==> src/rtl/cpu_pkg.sv <==
// Shared CPU definitions: byte width, register ids, ALU opcodes, P flag bit positions
// and the execute/writeback state encoding.
`ifndef BYTE
`define BYTE 8
`endif

package cpu_pkg;
  localparam int BYTE_W = `BYTE;
  localparam int DATA_W = 2 * `BYTE;

  typedef enum logic [2:0] {
    REG_A  = 3'd0,
    REG_X  = 3'd1,
    REG_Y  = 3'd2,
    REG_SP = 3'd3,
    REG_P  = 3'd4
  } reg_id_t;

  typedef enum logic [3:0] {
    ADC = 4'd0,
    SBC = 4'd1,
    AND = 4'd2,
    ORA = 4'd3,
    EOR = 4'd4,
    ASL = 4'd5,
    LSR = 4'd6,
    ROL = 4'd7,
    ROR = 4'd8,
    INC = 4'd9,
    DEC = 4'd10,
    CMP = 4'd11,
    TRN = 4'd12
  } alu_op_t;

  localparam int P_C = 0;
  localparam int P_Z = 1;
  localparam int P_I = 2;
  localparam int P_D = 3;
  localparam int P_B = 4;
  localparam int P_V = 6;
  localparam int P_N = 7;

  typedef enum logic [2:0] {
    S_IDLE = 3'd0,
    S_RD_A = 3'd1,
    S_RD_B = 3'd2,
    S_RD_P = 3'd3,
    S_WB_R = 3'd4,
    S_WB_P = 3'd5
  } alu_state_t;

  // Unary ops never fetch operand B.
  function automatic logic is_unary(alu_op_t op);
    return (op inside {ASL, LSR, ROL, ROR, INC, DEC});
  endfunction
endpackage

==> src/rtl/alu_core.sv <==
// Combinational ALU: (op, A, B, P) -> (result, new P); only N, V, Z, C change.
// ALU_DECIMAL_EN adds BCD adjust to ADC/SBC when P.D is set; without it P.D is ignored.
module alu_core
  import cpu_pkg::*;
(
  input  alu_op_t           op_i,
  input  logic [BYTE_W-1:0] a_i,
  input  logic [BYTE_W-1:0] b_i,
  input  logic [BYTE_W-1:0] p_i,
  output logic [BYTE_W-1:0] result_o,
  output logic [BYTE_W-1:0] p_o
);
  logic              w_sub;
  logic [BYTE_W-1:0] w_b_eff;
  logic              w_cin;
  logic [BYTE_W:0]   w_sum;
  logic [BYTE_W-1:0] w_bin;
  logic              w_c;
  logic              w_v;
  logic              w_c_fin;

  // SBC and CMP share the adder as A + ~B + carry-in.
  assign w_sub   = (op_i == SBC) || (op_i == CMP);
  assign w_b_eff = w_sub ? ~b_i : b_i;
  assign w_cin   = (op_i == CMP) ? 1'b1 : p_i[P_C];
  assign w_sum   = {1'b0, a_i} + {1'b0, w_b_eff} + {{BYTE_W{1'b0}}, w_cin};

  always_comb begin
    w_bin = a_i;
    w_c   = p_i[P_C];
    w_v   = p_i[P_V];
    case (op_i)
      ADC, SBC: begin
        w_bin = w_sum[BYTE_W-1:0];
        w_c   = w_sum[BYTE_W];
        w_v   = (a_i[BYTE_W-1] == w_b_eff[BYTE_W-1]) && (w_sum[BYTE_W-1] != a_i[BYTE_W-1]);
      end
      CMP: begin
        w_bin = w_sum[BYTE_W-1:0];
        w_c   = w_sum[BYTE_W];
      end
      AND: w_bin = a_i & b_i;
      ORA: w_bin = a_i | b_i;
      EOR: w_bin = a_i ^ b_i;
      ASL: begin w_bin = {a_i[BYTE_W-2:0], 1'b0};     w_c = a_i[BYTE_W-1]; end
      LSR: begin w_bin = {1'b0, a_i[BYTE_W-1:1]};     w_c = a_i[0];        end
      ROL: begin w_bin = {a_i[BYTE_W-2:0], p_i[P_C]}; w_c = a_i[BYTE_W-1]; end
      ROR: begin w_bin = {p_i[P_C], a_i[BYTE_W-1:1]}; w_c = a_i[0];        end
      INC: w_bin = a_i + 1'b1;
      DEC: w_bin = a_i - 1'b1;
      TRN: w_bin = b_i;
      default: w_bin = a_i;
    endcase
  end

`ifdef ALU_DECIMAL_EN
  logic [4:0] w_lo_raw;
  logic [4:0] w_hi_raw;
  logic       w_lo_c;
  logic       w_hi_c;
  logic [3:0] w_lo_d;
  logic [3:0] w_hi_d;

  // w_lo_c/w_hi_c are nibble borrows for SBC and nibble carries for ADC.
  always_comb begin
    if (op_i == SBC) begin
      w_lo_raw = {1'b0, a_i[3:0]} - {1'b0, b_i[3:0]} - {4'd0, ~p_i[P_C]};
      w_lo_c   = w_lo_raw[4];
      w_lo_d   = w_lo_c ? (w_lo_raw[3:0] - 4'd6) : w_lo_raw[3:0];
      w_hi_raw = {1'b0, a_i[7:4]} - {1'b0, b_i[7:4]} - {4'd0, w_lo_c};
      w_hi_c   = w_hi_raw[4];
      w_hi_d   = w_hi_c ? (w_hi_raw[3:0] - 4'd6) : w_hi_raw[3:0];
    end else begin
      w_lo_raw = {1'b0, a_i[3:0]} + {1'b0, b_i[3:0]} + {4'd0, p_i[P_C]};
      w_lo_c   = (w_lo_raw > 5'd9);
      w_lo_d   = w_lo_c ? (w_lo_raw[3:0] + 4'd6) : w_lo_raw[3:0];
      w_hi_raw = {1'b0, a_i[7:4]} + {1'b0, b_i[7:4]} + {4'd0, w_lo_c};
      w_hi_c   = (w_hi_raw > 5'd9);
      w_hi_d   = w_hi_c ? (w_hi_raw[3:0] + 4'd6) : w_hi_raw[3:0];
    end
  end
`endif

  always_comb begin
    result_o = w_bin;
    w_c_fin  = w_c;
`ifdef ALU_DECIMAL_EN
    if (((op_i == ADC) || (op_i == SBC)) && p_i[P_D]) begin
      result_o = {w_hi_d, w_lo_d};
      w_c_fin  = (op_i == SBC) ? ~w_hi_c : w_hi_c;
    end
`endif
    // N, V, Z always follow the binary result.
    p_o      = p_i;
    p_o[P_C] = w_c_fin;
    p_o[P_V] = w_v;
    p_o[P_N] = w_bin[BYTE_W-1];
    p_o[P_Z] = (w_bin == '0);
  end
endmodule

==> src/rtl/alu_wb.sv <==
// Execute/writeback stage: fetches A, B and P over the register file's single port,
// runs alu_core, then writes the result and P back. Build option: ALU_DECIMAL_EN.
module alu_wb
  import cpu_pkg::*;
(
  input  logic              clk_i,
  input  logic              rstn_i,
  input  logic              op_valid_i,
  output logic              op_ready_o,
  input  logic [3:0]        op_i,
  input  logic [2:0]        dst_reg_i,
  input  logic [2:0]        src_reg_i,
  input  logic [BYTE_W-1:0] imm_i,
  input  logic              use_imm_i,
  output logic              done_o,
  output logic [2:0]        reg_addr_o,
  output logic              reg_we_o,
  output logic [DATA_W-1:0] reg_data_o,
  input  logic [DATA_W-1:0] reg_read_data_i
);
  alu_state_t        r_state;
  alu_state_t        w_state_nxt;
  logic              r_rst_done;
  alu_op_t           r_op;
  logic [2:0]        r_dst;
  logic [2:0]        r_src;
  logic              r_use_imm;
  logic [BYTE_W-1:0] r_a;
  logic [BYTE_W-1:0] r_b;
  logic [BYTE_W-1:0] r_p;
  logic [BYTE_W-1:0] w_result;
  logic [BYTE_W-1:0] w_new_p;
  logic [BYTE_W-1:0] w_rd_byte;
  logic              w_unused_hi;
  logic              w_accept;

  assign w_rd_byte   = reg_read_data_i[BYTE_W-1:0];
  assign w_unused_hi = ^reg_read_data_i[DATA_W-1:BYTE_W];

  // Handshake: an op transfers on a clock edge where op_valid_i && op_ready_o; ready is
  // high only in IDLE (and not before the first edge after reset), so valid is ignored
  // while an op is in flight and decode must hold its fields until the transfer edge.
  assign w_accept = (r_state == S_IDLE) && r_rst_done && op_valid_i;

  alu_core u_core (
    .op_i     (r_op),
    .a_i      (r_a),
    .b_i      (r_b),
    .p_i      (r_p),
    .result_o (w_result),
    .p_o      (w_new_p)
  );

  always_ff @(posedge clk_i or negedge rstn_i) begin
    if (!rstn_i) begin
      r_state    <= S_IDLE;
      r_rst_done <= 1'b0;
      r_op       <= ADC;
      r_dst      <= '0;
      r_src      <= '0;
      r_use_imm  <= 1'b0;
      r_a        <= '0;
      r_b        <= '0;
      r_p        <= '0;
    end else begin
      r_state    <= w_state_nxt;
      r_rst_done <= 1'b1;
      case (r_state)
        S_IDLE: if (w_accept) begin
          r_op      <= alu_op_t'(op_i);
          r_dst     <= dst_reg_i;
          r_src     <= src_reg_i;
          r_use_imm <= use_imm_i;
          r_b       <= imm_i;  // replaced in RD_B for register-mode ops
        end
        S_RD_A:  r_a <= w_rd_byte;
        S_RD_B:  r_b <= w_rd_byte;
        S_RD_P:  r_p <= w_rd_byte;
        default: ;
      endcase
    end
  end

  always_comb begin
    w_state_nxt = r_state;
    op_ready_o  = 1'b0;
    done_o      = 1'b0;
    reg_we_o    = 1'b0;
    reg_addr_o  = '0;
    reg_data_o  = '0;
    case (r_state)
      S_IDLE: begin
        op_ready_o = r_rst_done;
        if (w_accept) w_state_nxt = S_RD_A;
      end
      S_RD_A: begin
        reg_addr_o  = r_dst;
        w_state_nxt = (r_use_imm || is_unary(r_op)) ? S_RD_P : S_RD_B;
      end
      S_RD_B: begin
        reg_addr_o  = r_src;
        w_state_nxt = S_RD_P;
      end
      S_RD_P: begin
        reg_addr_o  = REG_P;
        w_state_nxt = (r_op == CMP) ? S_WB_P : S_WB_R;
      end
      S_WB_R: begin
        reg_we_o    = 1'b1;
        reg_addr_o  = r_dst;
        reg_data_o  = {{(DATA_W-BYTE_W){1'b0}}, w_result};
        w_state_nxt = S_WB_P;
      end
      S_WB_P: begin
        // A transfer into SP leaves P untouched.
        reg_we_o    = !((r_op == TRN) && (r_dst == REG_SP));
        reg_addr_o  = REG_P;
        reg_data_o  = {{(DATA_W-BYTE_W){1'b0}}, w_new_p};
        done_o      = 1'b1;
        w_state_nxt = S_IDLE;
      end
      default: w_state_nxt = S_IDLE;
    endcase
  end
endmodule
==> config.mk <==
export PLATFORM = sky130hd
export DESIGN_NAME = alu_wb
export DESIGN_NICKNAME = d
export VERILOG_FILES = /design/src/rtl/cpu_pkg.sv /design/src/rtl/alu_core.sv /design/src/rtl/alu_wb.sv
export SDC_FILE = /design/constraint.sdc
export NUM_CORES = 1
export LEC_CHECK = 0
export ABC_AREA = 1
export CORE_MARGIN = 2
export CORE_UTILIZATION = 46
export CTS_CLUSTER_DIAMETER = 120
export CTS_CLUSTER_SIZE = 20
export DETAILED_ROUTE_END_ITERATION = 12
export GPL_TIMING_DRIVEN = 0
export PLACE_DENSITY = 0.67
export SETUP_SLACK_MARGIN = 0.4
export SYNTH_ARGS = -nofsm -noshare
export SYNTH_HDL_FRONTEND = slang
export SYNTH_SLANG_ARGS = --single-unit
export TNS_END_PERCENT = 1
==> constraint.sdc <==
create_clock -name clk_i -period 6.8 [get_ports clk_i]
set_clock_uncertainty 0.2 [all_clocks]
set_input_delay 1.7 -clock clk_i [delete_from_list [all_inputs] [get_ports clk_i]]
set_output_delay 1.7 -clock clk_i [all_outputs]
set_load 0.1 [all_outputs]
==> After elaboration in Yosys (flattened, before gate mapping) <==
Cells that the tools add are included.
{ "totals": {"inputBits": 38, "regBits": 38, "out_inout_bits": 22, "elab_cells": 74} }
{ "op_classes": {"muxes": 16, "bitwise_logic": 4, "n_eq_ne": 21, "add_sub_neg": 4, "reduce_logical": 20} }
{ "op_table": {"columns": ["op", "count"], "rows": [
  ["$pmux W8 S11", 1],
  ["$pmux W8 S2", 2],
  ["$eq A4 B4 Y1 const B", 5],
  ["$eq A4 B3 Y1 const B", 4],
  ["$mux W8", 2],
  ["$pmux W3 S5", 1],
  ["$reduce_or A2 Y1", 5],
  ["$add A8 B8 Y9", 1],
  ["$add A9 B1 Y9", 1],
  ["$eq A3 B2 Y1 const B", 3],
  ["$pmux W3 S3", 1],
  ["$add A8 B1 Y8 const B", 1],
  ["$and A8 B8 Y8", 1],
  ["$eq A4 B2 Y1 const B", 2],
  ["$logic_not A8 Y1", 1],
  ["$not A8 Y8", 1],
  ["$or A8 B8 Y8", 1],
  ["$sub A8 B1 Y8 const B", 1],
  ["$xor A8 B8 Y8", 1],
  ["$eq A3 B3 Y1 const B", 2],
  ["$mux W1", 6],
  ["$reduce_bool A6 Y1", 1],
  ["$eq A4 B1 Y1 const B", 1],
  ["$logic_and A1 B1 Y1", 4],
  ["14 further kinds", 16]
]} }

==> Depth between registers and ports, before layout <==
Gate-level depths: netlist of run 1.
{ "depth": {"depth_word": 9, "mapped_depth": 23, "ltp_nobuf": 23} }

==> Hierarchy <==
Synthesis of run 1 repeated with hierarchy kept, for this count alone.
{ "hier_totals": {"hier_cells": 602, "area_unflattened_um2": 3891.2} }
{ "modules_own_cells": {"columns": ["mod", "seq_area_each_um2", "cells_each", "area_per_inst_um2", "instances"], "rows": [
  ["alu_wb", 975.9, 247, 2010.7, 1],
  ["alu_core", 0.0, 355, 1880.6, 1]
]} }

==> Worst setup path before layout of run 1 <==
Ideal clock, no wire load.
{ "synth_timing": {"path_kind": "flip-flop to output port", "start": "reg r_op[2]", "end": "out reg_data_o[3]", "arrival_ps": 4455, "path_stages_with_launch": 16, "n_path_buf": 0, "slack_ps": 445, "t_required_ps": 4900, "cell_sequence": "dfrtp_1 > nor2_1 > nand2_1 > nand2_2 > inv_1 > nor2_2 > xor2_1 > inv_1 > fa_1 > nand3_1 > nand2_1 > a21oi_1 > nor2_1 > nand2_1 > nand2_1 > o21ai_0"} }
{ "synth_between": {"elab_chain_cells": 7, "elab_cells_between_ends": 21, "cone_classes": "add/sub: 2; eq/ne: 12; mux: 4; reduce/logical: 3"} }
{ "synth_lines": {"columns": ["element", "line_no", "source"], "rows": [
  ["start, declared", "alu_wb.sv:24", "alu_op_t r_op;"],
  ["start signal, assigned", "alu_wb.sv:70", "r_op <= alu_op_t'(op_i);"],
  ["$eq A4 B1 Y1 or $eq A4 B4 Y1 (tied branches)", "alu_core.sv:23, alu_core.sv:32, alu_core.sv:25", null],
  ["$logic_or A1 B1 Y1", "alu_core.sv:23", "assign w_sub = (op_i == SBC) || (op_i == CMP);"],
  ["$mux W8", "alu_core.sv:24", "assign w_b_eff = w_sub ? ~b_i : b_i;"],
  ["$add A8 B8 Y9", "alu_core.sv:26", "assign w_sum = {1'b0, a_i} + {1'b0, w_b_eff} + {{BYTE_W{1'b0}}, w_cin};"],
  ["$add A9 B1 Y9", "alu_core.sv:26", null],
  ["$pmux W8 S11 (*)", "alu_core.sv:32", "case (op_i)"],
  ["$pmux W8 S2 (*)", "alu_wb.sv:91", "case (r_state)"],
  ["end, declared", "alu_wb.sv:18", "output logic [DATA_W-1:0] reg_data_o,"]
]} }
Every way passes the cells marked *; elsewhere a longest branch is shown, timed or not.

==> Worst setup path in the final report of run 1 <==
{ "layout_timing": {"start": "reg r_op[3]", "end": "out reg_data_o[6]"} }
{ "layout_between": {"elab_chain_cells": 9, "elab_cells_between_ends": 26, "cone_classes": "add/sub: 2; eq/ne: 14; mux: 5; reduce/logical: 5"} }
{ "layout_lines": {"columns": ["element", "line_no", "source"], "rows": [
  ["$eq A4 B1 Y1 or $eq A4 B4 Y1 (tied branches)", "alu_core.sv:23, alu_core.sv:32, alu_core.sv:25", null],
  ["$logic_or A1 B1 Y1", "alu_core.sv:23", null],
  ["$mux W8", "alu_core.sv:24", null],
  ["$add A8 B8 Y9", "alu_core.sv:26", null],
  ["$add A9 B1 Y9", "alu_core.sv:26", null],
  ["$ne A1 B1 Y1", "alu_core.sv:36", "w_v = (a_i[BYTE_W-1] == w_b_eff[BYTE_W-1]) && (w_sum[BYTE_W-1] != a_i[BYTE_W-1]);"],
  ["$logic_and A1 B1 Y1", "alu_core.sv:36", null],
  ["$mux W1", "alu_core.sv:32", null],
  ["$pmux W8 S2 (*)", "alu_wb.sv:91", null]
]} }
Marked as above.

==> results of run 1 <==
[sequential cells by signal (all words and copies together) (netlist names)]
name,cells
r_a,8
r_use_imm,1
r_b,8
r_op,4
r_dst,3
r_p,6
r_state,3
r_src,3
r_rst_done,1
[layout make-up]
cell class                 instances  area share
clock inverter                     3     0.00434
buffer                            15      0.0235
inverter                          71      0.0660
tap                               99      0.0307
sequential                        37       0.229
timing repair buffer              43       0.103
clock buffer                       5      0.0170
multi-input combinational        398       0.526
[repair_timing]
| item | in CTS | in global routing |
|---|---|---|
| setup endpoints to repair | 8 | 8 |
| setup buffers | 0 | 0 |
| resized for setup | 13 | 9 |
[cells in the mapped netlist]
cell / instances / area share
sky130_fd_sc_hd__clkbuf_1: 4 / 0.0044
sky130_fd_sc_hd__a31o_2: 1 / 0.0026
sky130_fd_sc_hd__o211ai_1: 3 / 0.0067
sky130_fd_sc_hd__o21ai_1: 1 / 0.0015
sky130_fd_sc_hd__conb_1: 2 / 0.0022
sky130_fd_sc_hd__a31oi_1: 1 / 0.0019
sky130_fd_sc_hd__nand3b_1: 3 / 0.0067
sky130_fd_sc_hd__clkinv_1: 3 / 0.0033
sky130_fd_sc_hd__a41oi_1: 3 / 0.0078
sky130_fd_sc_hd__a32o_1: 1 / 0.0030
sky130_fd_sc_hd__buf_4: 8 / 0.018
sky130_fd_sc_hd__a22o_1: 2 / 0.0052
sky130_fd_sc_hd__nor2_1: 35 / 0.039
sky130_fd_sc_hd__nand2_1: 164 / 0.18
sky130_fd_sc_hd__ha_1: 25 / 0.093
sky130_fd_sc_hd__nand3_1: 39 / 0.058
sky130_fd_sc_hd__nor2_4: 2 / 0.0067
sky130_fd_sc_hd__inv_2: 3 / 0.0033
sky130_fd_sc_hd__o2111ai_1: 1 / 0.0026
sky130_fd_sc_hd__o21a_1: 1 / 0.0022
sky130_fd_sc_hd__a21oi_1: 17 / 0.025
sky130_fd_sc_hd__o221ai_1: 6 / 0.016
sky130_fd_sc_hd__or2_2: 1 / 0.0019
sky130_fd_sc_hd__xor2_1: 12 / 0.031
sky130_fd_sc_hd__buf_2: 1 / 0.0015
sky130_fd_sc_hd__inv_1: 65 / 0.072
sky130_fd_sc_hd__a22oi_1: 1 / 0.0022
sky130_fd_sc_hd__dfrtp_1: 37 / 0.27
sky130_fd_sc_hd__o21ai_0: 42 / 0.062
sky130_fd_sc_hd__a21boi_0: 1 / 0.0022
sky130_fd_sc_hd__nand4_1: 8 / 0.015
sky130_fd_sc_hd__buf_6: 1 / 0.0033
sky130_fd_sc_hd__nor4_1: 1 / 0.0019
sky130_fd_sc_hd__a311oi_1: 1 / 0.0026
sky130_fd_sc_hd__fa_1: 2 / 0.012
sky130_fd_sc_hd__nor3_1: 3 / 0.0044
sky130_fd_sc_hd__o22ai_1: 1 / 0.0019
sky130_fd_sc_hd__nor2_2: 3 / 0.0056
sky130_fd_sc_hd__nand2_2: 6 / 0.011
sky130_fd_sc_hd__o21ai_2: 1 / 0.0026
sky130_fd_sc_hd__a211oi_1: 1 / 0.0022
sky130_fd_sc_hd__buf_1: 1 / 0.0011
[final timing paths]
kind | startpoint | end | slack, ps | cells past startpoint
setup / recovery | r_op[3] | reg_data_o[6] | 430 | 20
hold / removal | r_src[1] | r_src[1] | 290 | 2
setup reg to reg | r_state[0] | r_b[1] | 4460 | 5
hold reg to reg | r_src[1] | r_src[1] | 290 | 2
max in group asynchronous | rstn_i | r_a[1] | 4590 | 1
min in group asynchronous | rstn_i | r_src[0] | 1290 | 1
[routing by layer]
metal | GRT usage | share of wire | up-vias
li1 | - | - | 1774
met5 | 0 | 0 | -
met1 | 0.347 | 0.46 | 1644
met4 | 0.0615 | 0.014 | 0
met3 | 0.0369 | 0.067 | 11
met2 | 0.413 | 0.46 | 151
[through the flow]
stage	hold slack, ps	setup slack (ps)	instances	utilization	cell area [sq um]
2_1_floorplan	249	445	521	-	3410
3_3_place_gp	264	109	663	0.552	3960
3_5_place_dp	270	81.9	663	0.551	3960
4_1_cts	290	171	671	0.564	4050
5_1_grt	329	143	671	0.563	4040
6_report	287	426	671	0.563	4040
[cells by family after synthesis]
family,Yosys count,share of synthesized area
buffers and inverters,86,0.107
DFF,37,0.274
other,2,0.00222
AOI/OAI and AO/OA,85,0.150
and+or+nand+nor,265,0.332
xor gates and xnor gates,12,0.0311
adders and majority gates,27,0.104
[critical path: cells and delay by family (launching register included)]
family | cells | cell delay [ps]
AO/OA/AOI/OAI | 1 | 270
XOR/XNOR | 1 | 180
adder cells (fa/ha/maj) | 2 | 930
buffers and inverters | 5 | 890
flip-flops | 1 | 420
AND/OR/NAND/NOR | 11 | 1480
[where the power goes]
| group | internal, mW | total [mW] | switching (mW) |
|---|---|---|---|
| Sequential | 0.324 | 0.454 | 0.129 |
| Clock | 0.0708 | 0.155 | 0.0841 |
| Combinational | 0.511 | 1.66 | 1.15 |
| Total | 0.906 | 2.27 | 1.36 |
==> results summary, run 1 <==
The flow ran to the end, and the final reports show no timing, DRC or antenna violations. The final routed DRC violation total came out at 0. The number of detailed-route iterations in the first pass came out at 5.

After filler insertion, the fill cell instance count of the layout stands at 710. The clock input transition at the sequential cells of the worst setup and hold paths is 80 ps. The slew of the pin with the lowest slew margin is 976 ps. The hold buffer count at CTS is 0.

Data on the critical path arrives at its endpoint at 4470 ps. By instance count, the cell type seen most on the critical path is sky130_fd_sc_hd__nand2_1. Leaving out fill and tap cells, the most frequent cells in the layout are sky130_fd_sc_hd__nand2_1 (164), sky130_fd_sc_hd__inv_1 (65), sky130_fd_sc_hd__o21ai_0 (42). Registers take 926 sq um. The number of primary I/O pins came out at 60. The critical path goes through inv_2 -> nor2_4 -> nand2_1 -> nand2_2 -> inv_1 -> nor2_4 -> xor2_1 -> inv_1 -> fa_1 -> fa_1 -> nand4_1 -> nand3_1 -> nand2_1 -> nand3_1 -> nand3_1 -> inv_1 -> a21oi_1 -> nand2_1 -> nand2_1 -> clkdlybuf4s15_2. Of the available clock period, the critical path in the final layout requires 0.937.

The Yosys warning count came out at 0. The post-layout minimum cycle time is 6370 ps. The ratio of routed vias to standard cells came out at 5.34.

The sequential element share of the synthesized area is 0.274. The highest fanout seen on the critical path came out at 9. The die footprint is 0.00805 sq mm. In the final layout, the share of cells above drive strength 1 is 0.0717. The final-report max-slew violation count is 0. Across the run, the number of max-cap violations was 0. The clock sink count is 37. The library cell used most frequently in the layout, excluding fill and tap cells, is sky130_fd_sc_hd__nand2_1. TritonCTS built the clock tree. The largest individual stage delay along the critical path comes from the cell sky130_fd_sc_hd__clkdlybuf4s15_2.

The design draws 2.27 mW. In the synthesized netlist, the number of instances is 514. The number of global-route vias before repair is 3311. The number of buffers created by CTS came out at 5. The final net count is 636. The effective utilization at floorplan came out at 0.471.

The congestion estimate from routability-driven global placement came to 0.954. The number of rows in the core area is 31. The post-synthesis instance area came out at 0.00338 sq mm.

In the final routed layout, each cell accounts on average for 14.7 microns. The largest net degree at the start of global routing is 38. The count of state elements after synthesis is 37. The detailed router finished its first iteration with 280 violations. The startpoint-to-endpoint class of the critical path is register to output port. The final setup TNS is 0 ps.

Headroom to the max-slew limit came out at 0.347. The number of H-tree levels is 2. The data required time of the critical path came out at 4900 ps. The number of antenna violations at the first check in global routing is 0. The first-pass GRT wire length is 16300 microns.

The cell sitting at the root of the clock tree is a sky130_fd_sc_hd__clkbuf_8. The path class of the tightest hold or removal check is register to register. The total area of multi-input combinational cells is 0.00212 sq mm. Based on the critical path, the design can be clocked at up to 0.157 GHz. The clock latency of the later-clocked register in the worst-skew pair came out at 290 ps.

The number of nets still failing antenna checks after routing is 0. The number of hold-slack violations in the final timing report came out at 0. The count of buffers inserted at the top-level ports came out at 43.

Measured along the x axis, the die boundary spans 89.7 microns. The overall routed net length is 9860 microns. The vertical extent of the die is 89.7 microns. The remaining global-route overflow is 0. The power per cell area is 562 mW/mm^2. A synthesized cell averages 6.58 sq um. The region available for standard cell placement spans 0.00718 sq mm. The analysis attributes to cell leakage a power of 2.09 nW. The final setup violation count is 0.

STA classifies the critical path startpoint as a register. The number of distinct library cells after synthesis came out at 42. The total via count in the routed design came out at 3580. The maximum number of buffers from clock root to sink came out at 2.

The kind of end point of the critical path is an output port. The number of antenna diodes in the final layout is 0. Setup repair after global routing could not meet its margin everywhere. The longest individual stage delay on the worst path is 550 ps. For this run, the total global-route usage over all layers was measured as 0.250. The maximum resistive drop on vdd came out at 0.308 mV. The placed wire-length estimate came out at 7920 microns. The area growth from synthesis to layout came out at 19.5%.
No activity file was read; power rests on OpenSTA's default activity.
==> inputs of run 2 (changes only) <==
--- a/config.mk
+++ b/config.mk
@@ -9,7 +9,7 @@
 export CORE_MARGIN = 2
 export CORE_UTILIZATION = 46
 export CTS_CLUSTER_DIAMETER = 120
-export CTS_CLUSTER_SIZE = 20
+export CTS_CLUSTER_SIZE = 8
 export DETAILED_ROUTE_END_ITERATION = 12
 export GPL_TIMING_DRIVEN = 0
 export PLACE_DENSITY = 0.67
==> results of run 2 <==
No change in the layout: final DEF, timing and power equal those of run 1.
